===== config.mk =====
export PLATFORM = sky130hd
export DESIGN_NAME = ftdi_rx_packer
export DESIGN_NICKNAME = d
export VERILOG_FILES = /design/src/rtl/ftdi_rx_packer.sv
export SDC_FILE = /design/constraint.sdc
export NUM_CORES = 1
export LEC_CHECK = 0
export ABC_CLOCK_PERIOD_IN_PS = 2120
export BUFFER_PORTS_ARGS = -buffer_cell sky130_fd_sc_hd__buf_2
export CAP_MARGIN = 20
export CELL_PAD_IN_SITES_DETAIL_PLACEMENT = 1
export CELL_PAD_IN_SITES_GLOBAL_PLACEMENT = 1
export CORE_ASPECT_RATIO = 0.8
export CORE_MARGIN = 2
export CORE_UTILIZATION = 40
export DETAILED_ROUTE_END_ITERATION = 10
export GPL_TIMING_DRIVEN = 1
export PLACE_DENSITY = 0.8
export SYNTH_ARGS = -nofsm -noshare
export SYNTH_HDL_FRONTEND = slang
export SYNTH_SLANG_ARGS = --single-unit

===== constraint.sdc =====
create_clock -name clk_i -period 2.12 [get_ports clk_i]
set_input_delay 0 -clock clk_i [delete_from_list [all_inputs] [get_ports clk_i]]
set_output_delay 0 -clock clk_i [all_outputs]
set_load 0.005 [all_outputs]

===== src/rtl/ftdi_rx_packer.sv =====
// Purpose : FTDI sync-245 read master; packs received bytes little-endian into IQ_DATA_WIDTH words.
// Latency : last byte of a word sampled at edge N -> f2a_data_o/f2a_we_o updated at edge N+1.
// Backpressure: full_i stops new reads (slack covers in-flight bytes); words are never dropped or stalled.
//
// Ports:
//   clk_i, rst_n_i          FTDI CLKOUT and asynchronous active-low reset
//   ftdi_data_i/_rxf_n_i    FTDI data bus and RX-available flag (active low)
//   ftdi_oe_n_o/_rd_n_o     FTDI output-enable and read strobe (active low, registered)
//   full_i, resync_i        downstream almost-full, one-cycle realign pulse
//   f2a_data_o/_we_o        assembled word and its one-cycle write strobe
//   word_cnt_o              free-running count of emitted words
module ftdi_rx_packer #(
  parameter int IQ_DATA_WIDTH = 24,
  parameter int BYTE_W        = 8
) (
  input  logic                     clk_i,
  input  logic                     rst_n_i,
  input  logic [BYTE_W-1:0]        ftdi_data_i,
  input  logic                     ftdi_rxf_n_i,
  output logic                     ftdi_oe_n_o,
  output logic                     ftdi_rd_n_o,
  input  logic                     full_i,
  input  logic                     resync_i,
  output logic [IQ_DATA_WIDTH-1:0] f2a_data_o,
  output logic                     f2a_we_o,
  output logic [15:0]              word_cnt_o
);

  localparam int BYTES_PER_WORD = IQ_DATA_WIDTH / BYTE_W;
  localparam int IDX_W          = (BYTES_PER_WORD > 1) ? $clog2(BYTES_PER_WORD) : 1;
  localparam logic [IDX_W-1:0] LAST_IDX = IDX_W'(BYTES_PER_WORD - 1);

  typedef enum logic [1:0] {
    IDLE = 2'd0,
    TURN = 2'd1,
    READ = 2'd2
  } state_t;

  state_t                   state;
  logic [IDX_W-1:0]         byte_idx;
  logic [IQ_DATA_WIDTH-1:0] partial;
  logic                     word_done;  // partial holds a complete word, publish next edge

  logic                     accept;
  logic [IDX_W-1:0]         idx_eff;
  logic [IQ_DATA_WIDTH-1:0] word_next;

  // rd_n is low exactly while in READ, so a byte is taken whenever READ sees RXF# low,
  // including the cycle in which the exit condition is sampled.
  assign accept = (state == READ) && !ftdi_rxf_n_i;

  // A resync coincident with an accepted byte makes that byte byte 0 of a fresh word.
  // Starting a word at index 0 also clears the bytes left over from the previous word.
  always_comb begin
    idx_eff   = resync_i ? '0 : byte_idx;
    word_next = (idx_eff == '0) ? '0 : partial;
    word_next[int'(idx_eff)*BYTE_W +: BYTE_W] = ftdi_data_i;
  end

  always_ff @(posedge clk_i or negedge rst_n_i) begin
    if (!rst_n_i) begin
      state       <= IDLE;
      ftdi_oe_n_o <= 1'b1;
      ftdi_rd_n_o <= 1'b1;
      byte_idx    <= '0;
      partial     <= '0;
      word_done   <= 1'b0;
      f2a_data_o  <= '0;
      f2a_we_o    <= 1'b0;
      word_cnt_o  <= '0;
    end else begin
      // Read handshake: OE# leads RD# by one turnaround cycle.
      case (state)
        IDLE: begin
          if (!ftdi_rxf_n_i && !full_i) begin
            state       <= TURN;
            ftdi_oe_n_o <= 1'b0;
          end
        end
        TURN: begin
          state       <= READ;
          ftdi_rd_n_o <= 1'b0;
        end
        READ: begin
          if (ftdi_rxf_n_i || full_i) begin
            state       <= IDLE;
            ftdi_oe_n_o <= 1'b1;
            ftdi_rd_n_o <= 1'b1;
          end
        end
        default: begin
          state       <= IDLE;
          ftdi_oe_n_o <= 1'b1;
          ftdi_rd_n_o <= 1'b1;
        end
      endcase

      // Word publication, one edge after the last byte landed in partial.
      f2a_we_o <= word_done;
      if (word_done) begin
        f2a_data_o <= partial;
        word_cnt_o <= word_cnt_o + 16'd1;
      end

      // Byte packing; index and partial survive IDLE/TURN pauses.
      word_done <= 1'b0;
      if (accept) begin
        partial <= word_next;
        if (idx_eff == LAST_IDX) begin
          byte_idx  <= '0;
          word_done <= 1'b1;
        end else begin
          byte_idx <= idx_eff + 1'b1;
        end
      end else if (resync_i) begin
        byte_idx <= '0;
        partial  <= '0;
      end
    end
  end

endmodule


---- Word-level counts from Yosys, hierarchy flattened ----
Cells that the tools add are included.
W data, S select, Z words.
operators by class
  $add $sub $neg .......................... 3
  equality and inequality tests ........... 5
  shifts and indexed selects .............. 2
  multiplexer cells ....................... 16
  bitwise gates (word level) .............. 2
  reduce and logical (&&, ||, !) cells .... 11
operators with widths
  operator                   number
  $mux W24                   3
  $neg A5 Y33                1
  $shift A8 B33 Y24 const A  1
  $shiftx A8 B33 Y24         1
  $bwmux W24                 1
  $add A16 B1 Y16 const B    1
  $mux W2                    5
  $pmux W1 S3                2
  $pmux W2 S3                1
  $eq A2 B2 Y1 const B       2
  $logic_not A2 Y1           2
  $mux W1                    4
  $reduce_and A2 Y1          2
  $reduce_and A3 Y1          1
  $add A2 B1 Y2 const B      1
  $eq A2 B1 Y1 const B       1
  $logic_and A1 B1 Y1        2
  $logic_not A1 Y1           2
  $ne A2 B1 Y1 const B       1
  $ne A2 B2 Y1 const B       1
  $not A1 Y1                 2
  $reduce_bool A2 Y1         1
  $logic_or A1 B1 Y1         1
storage, ports and cells
  register bits ........................... 72
  bits of input ports ..................... 13
  output and inout bits ................... 43
  logic and storage cells ................. 48

---- Depth between registers and ports, before layout ----
Gate-level depths: netlist of run 1.
  depth in word-level cells ............... 5
  mapped depth ............................ 7
  mapped depth without buffers ............ 7

---- Worst setup path after synthesis of run 1 ----
No wires, ideal clock.
  kind .................................... register -> register
  start point ............................. register byte_idx[0]
  end point ............................... register partial[10]
  library setup time ...................... 0.121 ns
  arrival time ............................ 1.520 ns
  data required time ...................... 1.999 ns
  path slack .............................. 0.479 ns
  cell stages (with the launch flop) ...... 8
  path buffers ............................ 1
  period minus slack after synthesis ...... 1.641 ns
  path through ............................ dfrtp_1 nand2b_1 inv_1 ha_1 and3b_1 and3_1 buf_2 a22o_1
on the way
  cells in the longest elaborated chain, start to end .. 5
  elaborated cells between the ends (all ways) .. 8
  classes of those cells .................. add/sub: 1; shift: 2; mux: 4; reduce/logical: 1
RTL lines
  item                                                    line    source
  start: declaration                                      40      logic [IDX_W-1:0] byte_idx;
  start signal: assignment                                113     byte_idx <= idx_eff + 1'b1;
  $mux W2 (*)                                             -
  $neg A5 Y33 / $logic_not A2 Y1 (equally long branches)  57, 56
  $shiftx A8 B33 Y24 (tied with other cells)              57      word_next[int'(idx_eff)*BYTE_W +: BYTE_W] = ftdi_data_i;
  $bwmux W24 (*)                                          57
  $mux W24 (*)                                            107     if (accept) begin
  end signal: assignment                                  108     partial <= word_next;
  end: declaration                                        41      logic [IQ_DATA_WIDTH-1:0] partial;
Every way passes the cells marked *; elsewhere a longest branch is shown, timed or not.
A chain may end at the register's enable or synchronous reset.

---- Final worst setup path of run 1 ----
  start point ............................. register state[1]
  end point ............................... register partial[7]
on the way
  cells in the longest elaborated chain, start to end .. 3
  elaborated cells between the ends (all ways) .. 4
  classes of those cells .................. eq/ne: 1; mux: 1; reduce/logical: 2
RTL lines
  item                                                   line  source
  start: declaration                                     39    state_t state;
  start signal: assignment                               62    state <= IDLE;
  start signal: assignment                               76    state <= TURN;
  start signal: assignment                               81    state <= READ;
  $eq A2 B2 Y1 (*)                                       50    assign accept = (state == READ) && !ftdi_rxf_n_i;
  $logic_and A1 B1 Y1 (*)                                50
  $mux W24 / $reduce_bool A2 Y1 (equally long branches)  -
Marks and branches as above.

==> metrics.cfg, run 1 <==
[power_and_ir_drop]
pwr_density_cell_mw_per_mm2=770
internal_power_mw=2.14
sw_frac_of_total=0.216
pwr-share-comb=0.053
p_leak_nw=1.90
p_switching_mw=0.590
p_seq_frac=0.522
peakVddDrop_mv=0.382
clkPwrFrac=0.425

[synthesis]
synth_area_mm2=0.00284
netlist.area_leader.share=0.618
avgSynthCellArea_um2=14.6
synth_area_leaders=dfrtp_1 (62%), mux2_2 (9.9%), a22o_1 (7.7%)
synth-seq-cells=72
synth_cell_types=30
ys_async_sr_fraction=1.00
synth_warnings=0
yosys.cell_count.top_type=dfrtp_1
syn_nets=213
synth_flop_cell=dfrtp_1
netlist_instances=194
synth_top_cells_by_count=dfrtp_1 (70), a22o_1 (25), mux2_2 (25), xnor2_1 (11)
synth_seq_area_share=0.636
yosysTopAreaCell=dfrtp_1
synth_edf_count=0

[job]
cap_violations=0

[detailed_routing]
drc=0
via_per_inst=5.19
drt_first_pass_iters=4
ant_nets=0
wire_per_inst_um=17.0
drt_iter0_drc=41
vias=1874
wl_um=6150

[grt]
grt_pass1_vias=1963
antenna_found_initial=0
grt_usage=0.166
grt_max_degree=31
grt-ovfl-total=0
grt_pass1_wl_um=9940

[critical_path]
crit_start=state[1]$_DFFE_PN0P_
cp-start-kind=register
r2r_start=state[1]$_DFFE_PN0P_
crit_type=reg -> reg
cp.required_ns=2.40
critPathMaxFanout=10
crit_path_end_kind=register
arrival_ns=2.23

[sta]
drv_slew=0
fmax_ghz=0.511
period_needed_ns=1.96
finalClockSkew_ns=0.00771
max_slew_margin=0.464
final_hold_viol_count=0
hold_ws_ns=0.0313
rsz0062_at_grt=no
setup_tns_ns=0
period_share=0.923
tightest_slew_ns=0.782
finalSetupViolCount=0

[cts]
clk_pin_slew_ns=0.07
clk_path_buf_depth=2
cts_buffers=9
htree_levels=3
clock-sinks=72
cts_tree=yes
worstSkewPairLatency_ns=0.35
cts_resized=0
cts_root_buf=clkbuf_8

[floorplan]
die_h_um=79.3
start_util=0.412
num_rows=27
die-width_um=98.2
io_pins=56
core_area_mm2=0.00689
die_area_mm2=0.00779

[final_layout]
nets=288
area_growth_pct=24.9
diodes=0
drive_gt1_frac=0.380

[hold_path]
min_from=ftdi_rxf_n_i
hp-class=in -> reg

[run_status]
run_status=complete, no violations

[placed_design]
io_buffers=55
dp_hpwl_um=4210
place.gp.congestion=0.749

## power by group through the flow
stage	registers (mW)	clock network [mW]	logic [mW]
after global placement	1.45	0	0.127
after global routing	1.43	1.25	0.159
after CTS	1.42	1.20	0.147
after floorplan	1.45	0	0.0540
final	1.42	1.16	0.145
after detailed placement	1.45	0	0.134
## cells in the final DEF (no fill, tap or decap), drive strengths merged, types with 2 or more instances in the layout
cell type / count
nand2b: 3
nand3: 6
nor2: 4
and3: 3
nand4: 3
dlygate4sd3: 10
a22o: 25
buf: 59
xnor2: 11
and4: 4
nand2: 6
dfrtp: 70
mux2: 25
ha: 6
mux2i: 2
clkbuf: 14
dfstp: 2
xor2: 4
inv: 4
o21ai: 3
## layer usage
layer | vias up | track usage | wire (um)
li1 | 851 | - | -
met1 | 956 | 0.217 | 2920
met2 | 61 | 0.263 | 2770
met3 | 6 | 0.0572 | 381
met4 | 0 | 0.0493 | 74
met5 | - | 0 | 0
## layout make-up
| class | instances | area, um^2 |
|---|---|---|
| Timing Repair Buffer | 69 | 405 |
| Clock inverter | 2 | 35.0 |
| Sequential cell | 72 | 1800 |
| Clock buffer | 14 | 183 |
| Inverter | 4 | 15.0 |
| Multi-Input combinational cell | 113 | 992 |
| Fill cell | 722 | 3350 |
| Tap cell | 87 | 109 |
## state kept, by name, indices dropped and copies added, names as in the netlist
register,flops
byte_idx,2
f2a_data_o,24
f2a_we_o,1
ftdi_oe_n_o,1
ftdi_rd_n_o,1
partial,24
state,2
word_cnt_o,16
word_done,1
## cells by family (layout without fill, tap and decap cells)
group,count (synthesis),after routing,synth area share
AOI/OAI and AO/OA,29,29,0.0842
xor gates and xnor gates,15,15,0.0463
adders and majority gates,7,7,0.0300
buffers and inverters,9,89,0.0141
DFF,72,72,0.636
muxes,27,27,0.106
and+or+nand+nor,35,35,0.0829
## critical path, stage by stage, from the launching register on
cell,delay (ns)
dfrtp_1,0.42
nor3b_4,0.49
mux2i_1,0.73
a22o_1,0.24
## repair_timing
| action | in CTS | in global routing |
|---|---|---|
| endpoints found under the hold margin | 43 | 0 |
| hold buffers | 10 | 0 |
| buffers inserted | 0 | 0 |
## stage by stage
stage               instance area (um^2)  cells   util  total power, mW  worst slack, ns
floorplan                           2840    194      -             1.50            0.479
global placement                    3230    335  0.468             1.58            0.302
detailed placement                  3230    335  0.468             1.58            0.188
CTS                                 3540    361  0.514             2.77            0.183
global route                        3540    361  0.514             2.83           0.0887
finish                              3540    361  0.514             2.73            0.163
## worst paths after layout
kind                                              end  slack (ns)  cells past startpoint
setup / recovery               partial[7]$_DFFE_PN0P_        0.16                      3
hold reg to reg            word_cnt_o[15]$_DFFE_PN0P_        0.46                      1
max in group asynchronous  f2a_data_o[22]$_DFFE_PN0P_        1.27                      3
hold / removal                  byte_idx[1]$_DFF_PN0_        0.03                      4
setup reg to reg               partial[7]$_DFFE_PN0P_        0.16                      3
min in group asynchronous        state[0]$_DFFE_PN0P_        0.14                      2
Note: power is estimated with default switching activity, not from simulation.
==> run 2, diff against run 1 <==
--- a/config.mk
+++ b/config.mk
@@ -15,7 +15,7 @@
 export CORE_UTILIZATION = 40
 export DETAILED_ROUTE_END_ITERATION = 10
 export GPL_TIMING_DRIVEN = 1
-export PLACE_DENSITY = 0.8
+export PLACE_DENSITY = 0.73
 export SYNTH_ARGS = -nofsm -noshare
 export SYNTH_HDL_FRONTEND = slang
 export SYNTH_SLANG_ARGS = --single-unit
==> run 2 against run 1 <==
  * Hold slack barely moved
  * Sequential cell count did not move
  * Non-clock buffer count rose by 1
  * Design area fell by 0.71%
  * Sequential power barely moved
  * Clock power fell by 14%
  * Clock-buffer cell count did not move
  * Final cell count rose by 0.28%
  * Utilization fell by 0.36 points
  * Combinational power barely moved
==> metrics.cfg, run 2 (synthesis results as in run 1) <==
[critical_path]
worstRegToRegCells=3
critPathMaxFanout=10
max_stage_delay_ns=0.73
cp-start-kind=register
reg2reg_to=partial[4]$_DFFE_PN0P_
path_delay_family=multiplexers
crit_type=reg -> reg
r2r_start=state[1]$_DFFE_PN0P_
arrival_ns=2.23
crit_path_end_kind=register
path_cells=nor3b_4 -> mux2i_1 -> a22o_1
reg2reg_slack_ns=0.17
critical_path_buf_inv_count=0
cp.required_ns=2.39
slowest_stage=mux2i_1

[detailed_routing]
ant_nets=0
via_per_inst=5.10
vias=1847
drc=0
drt_first_pass_iters=4
wire_per_inst_um=16.6
wl_um=6020
drt_iter0_drc=74

[sta]
final_hold_viol_count=0
period_share=0.921
hold_ws_ns=0.0311
setup_tns_ns=0
worst_slack_ns=0.168
period_needed_ns=1.95
tightest_slew_ns=0.784
rsz0062_at_grt=no
fmax_ghz=0.512
drv_slew=0
finalSetupViolCount=0
finalClockSkew_ns=0.00524
max_slew_margin=0.463

[final_layout]
final_common_cell=dfrtp_1
nets=289
fin_util=0.511
diodes=0
seqCellArea_mm2=0.00180
final_cell_mix=dfrtp_1 (70), buf_2 (55), a22o_1 (25), mux2_2 (25), clkbuf_8 (12)
area_growth_pct=24.0
multi_input_area_um2=992
final_area_mm2=0.00352
num-fill-cells=713
reg_top3=f2a_data_o: 24 flops, partial: 24 flops, word_cnt_o: 16 flops
fin_cells=362
drive_gt1_frac=0.378

[job]
cap_violations=0

[placed_design]
dp.cells=336
place_area_mm2=0.00323
dp_hpwl_um=4180
place.gp.congestion=0.719
io_buffers=55
place_ws_ns=0.195

[floorplan]
io_pins=56
die_h_um=79.3
num_rows=27
start_util=0.412
core_area_mm2=0.00689
die-width_um=98.2
die_area_mm2=0.00779

[cts]
cts_root_buf=clkbuf_8
htree_levels=3
clk_path_buf_depth=2
cts_post_setup_buffers_inserted=0
clk_pin_slew_ns=0.07
worstSkewPairLatency_ns=0.34
clock-sinks=72
cts_tree=yes
cts_buffers=9

[grt]
antenna_found_initial=0
grt_usage=0.167
grt-ovfl-total=0
grt_pass1_vias=1907
grt_pass1_wl_um=10000
grt_max_degree=31

[power_and_ir_drop]
p_seq_frac=0.554
total_power_mw=2.57
p_switching_mw=0.579
pwr-share-comb=0.057
internal_power_mw=1.99
sw_frac_of_total=0.225
peakVddDrop_mv=0.423
p_leak_nw=1.88
pwr_density_cell_mw_per_mm2=730
clkPwrFrac=0.389

[hold_path]
hold_depth=3
hp-class=in -> reg
whs_endpoint=byte_idx[0]$_DFF_PN0_
min_from=ftdi_rxf_n_i

[run_status]
run_status=complete, no violations

run 2: area by class of cell:
cell class / count / share of cell area
tap: 87 / 0.0309
clock buffer: 14 / 0.0491
sequential: 72 / 0.513
clock inverter: 2 / 0.00356
inverter: 4 / 0.00427
multi-input combinational: 113 / 0.282
timing repair buffer: 70 / 0.117
run 2: power by group through the flow:
stage	Clock [mW]	Combinational, mW	Sequential, mW
after global routing	1.09	0.163	1.42
after global placement	0	0.131	1.45
after CTS	1.03	0.150	1.42
after detailed placement	0	0.136	1.45
after floorplan	0	0.0540	1.45
final	1.00	0.146	1.42
run 2: worst reg2reg max path, cell delays in order, from the launching register on:
cell and delay [ns]:
dfrtp_1 0.42, nor3b_4 0.48, mux2i_1 0.74, a22o_1 0.25
run 2: worst max path at each step:
stage	startpoint	to	slack (ns)	depth (start not counted)
2_1_floorplan	byte_idx[0]$_DFF_PN0_	partial[10]$_DFFE_PN0P_	0.48	7
3_3_place_gp	state[1]$_DFFE_PN0P_	partial[4]$_DFFE_PN0P_	0.23	3
3_5_place_dp	state[1]$_DFFE_PN0P_	partial[5]$_DFFE_PN0P_	0.19	3
4_1_cts	state[1]$_DFFE_PN0P_	partial[4]$_DFFE_PN0P_	0.16	3
5_1_grt	state[1]$_DFFE_PN0P_	partial[4]$_DFFE_PN0P_	0.004	3
6_report	state[1]$_DFFE_PN0P_	partial[4]$_DFFE_PN0P_	0.17	3
run 2: repair_timing:
item | 4_1_cts | 5_1_grt
resized for setup | 0 | 0
endpoints found under the hold margin | 43 | 0
hold buffers | 10 | 0
run 2: layer usage:
metal  wire, um  part of all wire  global-route usage
met1       2850              0.47               0.226
met2       2740              0.46               0.255
met3        371             0.062              0.0546
met4         55            0.0091              0.0534
met5          0                 0                   0
==> run 3, diff against run 2 <==
--- a/config.mk
+++ b/config.mk
@@ -5,6 +5,7 @@
 export SDC_FILE = /design/constraint.sdc
 export NUM_CORES = 1
 export LEC_CHECK = 0
+export ABC_AREA = 1
 export ABC_CLOCK_PERIOD_IN_PS = 2120
 export BUFFER_PORTS_ARGS = -buffer_cell sky130_fd_sc_hd__buf_2
 export CAP_MARGIN = 20
@@ -15,7 +16,7 @@
 export CORE_UTILIZATION = 40
 export DETAILED_ROUTE_END_ITERATION = 10
 export GPL_TIMING_DRIVEN = 1
-export PLACE_DENSITY = 0.73
+export PLACE_DENSITY = 0.77
 export SYNTH_ARGS = -nofsm -noshare
 export SYNTH_HDL_FRONTEND = slang
 export SYNTH_SLANG_ARGS = --single-unit
==> run 3 against run 2 <==
  * Via count is 33% higher
  * Final cell count is 40% higher
  * Routed wire length is 26% higher
  * Die area is 7.0% higher
  * Sequential power is 6% higher
  * Hold slack better by 0.11 ns
  * First-iteration DRC count is 26% higher
  * Synthesized area is 7.3% higher
  * Critical endpoint is now partial[8]$_DFFE_PN0P_
  * Largest power group unchanged
  * Highest routed layer unchanged
==> metrics.cfg, run 3 <==
[synthesis]
synth_simple_gate_area_frac=0.223
synth_cell_types=24
yosys.cell_count.top_type=nand2_1
synth_seq_area_share=0.593
yosysTopAreaCell=dfrtp_1
muxShareOfSynthArea=0
synth_area_leaders=dfrtp_1 (58%), nand2_1 (10%), o21ai_0 (4.6%)
netlist.area_leader.share=0.575
synthAdderAreaFrac=0.0247
avgSynthCellArea_um2=9.48
syn_nets=340
synth_edf_count=0
synth-compound-area-share=0.0666
synth-seq-cells=72
netlist_instances=321
ys_async_sr_fraction=1.00
synth_top_cells_by_count=nand2_1 (83), dfrtp_1 (70), inv_1 (36), o21ai_0 (28), nand3_1 (24)
synth_flop_cell=dfrtp_1
synthXorXnorAreaFrac=0.0345
synth_area_mm2=0.00304
synth_warnings=0
synth_top_family_by_area=simple AND/OR/NAND/NOR gates

[critical_path]
critPathMaxFanout=8
crit_path_end_kind=register
cp.required_ns=2.31
path_delay_family=compound AO/OA/AOI/OAI gates
max_stage_delay_ns=0.51
critical_path_buf_inv_count=1
arrival_ns=1.91
slowest_stage=o21ai_1
crit_type=reg -> reg
path_cells=nand2_2 -> inv_1 -> ha_1 -> nor2_1 -> o21ai_1 -> o22ai_1
cp-start-kind=register

[sta]
hold_ws_ns=0.143
fmax_ghz=0.580
tightest_slew_ns=0.813
max_slew_margin=0.458
finalClockSkew_ns=0.0145
final_hold_viol_count=0
rsz0062_at_grt=no
period_needed_ns=1.72
drv_slew=0
finalSetupViolCount=0
period_share=0.813
setup_tns_ns=0

[power_and_ir_drop]
peakVddDrop_mv=0.549
clkPwrFrac=0.393
pwr_density_cell_mw_per_mm2=817
internal_power_mw=2.28
sw_frac_of_total=0.269
total_power_mw=3.12
pwr-share-comb=0.122
p_leak_nw=2.00
p_switching_mw=0.839
p_seq_frac=0.485

[final_layout]
drive_gt1_frac=0.232
final_common_cell=nand2_1
nets=415
final_area_mm2=0.00382
num-fill-cells=884
reg_top3=f2a_data_o: 24 flops, partial: 24 flops, word_cnt_o: 16 flops
area_growth_pct=25.4
diodes=0
fin_util=0.516
final_cell_mix=nand2_1 (83), dfrtp_1 (70), buf_2 (55), inv_1 (36), o21ai_0 (28)

[floorplan]
die_h_um=82.0
die-width_um=102
start_util=0.412
core_area_mm2=0.00739
num_rows=28
io_pins=56
die_area_mm2=0.00833

[run_status]
run_status=complete, no violations

[grt]
grt_pass1_vias=2634
grt_max_degree=41
antenna_found_initial=0
grt_pass1_wl_um=12700
grt_usage=0.203
grt-ovfl-total=0

[cts]
cts_buffers=9
cts_resized=0
worstSkewPairLatency_ns=0.35
cts_root_buf=clkbuf_8
cts_tree=yes
clock-sinks=72
clk_pin_slew_ns=0.07
htree_levels=3
clk_path_buf_depth=2

[detailed_routing]
via_per_inst=4.87
vias=2464
drt_iter0_drc=93
ant_nets=0
drc=0
wl_um=7550
wire_per_inst_um=14.9
drt_first_pass_iters=4

[placed_design]
dp_hpwl_um=5230
place.gp.congestion=0.806
place_area_mm2=0.00347
io_buffers=55

[hold_path]
hp-class=in -> reg

[job]
cap_violations=0

run 3: cell families after synthesis:
kind of cell,Yosys count
xor+xnor,12
buf+inv,46
simple gates,147
fa+ha+maj,6
flops,72
compound gates,38
run 3: final cells by class:
type | count | area, um^2 | share of cell area
clock buffer | 10 | 138 | 0.0361
clock inverter | 6 | 92.6 | 0.0243
inverter | 38 | 143 | 0.0374
multi-input combinational | 203 | 1060 | 0.278
sequential | 72 | 1800 | 0.473
tap | 105 | 131 | 0.0344
timing repair buffer | 72 | 445 | 0.117
run 3: repair_timing:
item	CTS	global route
buffers inserted	0	0
hold buffers	12	0
setup endpoints to repair	0	0
endpoints found under the hold margin	57	0
run 3: worst register-to-register path: stages (launching register included):
cell	delay (ns)
dfrtp_1	0.35
nand2_2	0.11
inv_1	0.18
ha_1	0.21
nor2_1	0.06
o21ai_1	0.51
o22ai_1	0.15
run 3: power by group through the flow:
stage / registers [mW] / logic, mW / clock network (mW)
3_5_place_dp: 1.53 / 0.350 / 0
6_report: 1.51 / 0.380 / 1.23
5_1_grt: 1.52 / 0.429 / 1.32
2_1_floorplan: 1.53 / 0.210 / 0
4_1_cts: 1.51 / 0.385 / 1.26
3_3_place_gp: 1.53 / 0.337 / 0
run 3: final timing paths:
check | from | to | slack, ns | depth (start not counted)
max | byte_idx[0]$_DFF_PN0_ | partial[8]$_DFFE_PN0P_ | 0.40 | 6
min | resync_i | byte_idx[0]$_DFF_PN0_ | 0.14 | 4
max reg2reg | byte_idx[0]$_DFF_PN0_ | partial[8]$_DFFE_PN0P_ | 0.40 | 6
min reg2reg | ftdi_rd_n_o$_DFFE_PN1P_ | ftdi_rd_n_o$_DFFE_PN1P_ | 0.47 | 2
max in group asynchronous | rst_n_i | f2a_data_o[6]$_DFFE_PN0P_ | 1.15 | 3
min in group asynchronous | rst_n_i | word_cnt_o[7]$_DFFE_PN0P_ | 0.29 | 2
run 3: metal layers:
layer	track usage	share of wire
met1	0.245	0.44
met4	0.0514	0.012
met2	0.353	0.50
met3	0.0647	0.047
met5	0	0
run 3: per-stage QoR:
step | setup WS [ns] | cells
global route | 0.290 | 506
finish | 0.396 | 506
floorplan | 0.654 | 321
detailed placement | 0.464 | 478
CTS | 0.391 | 506
global placement | 0.608 | 478
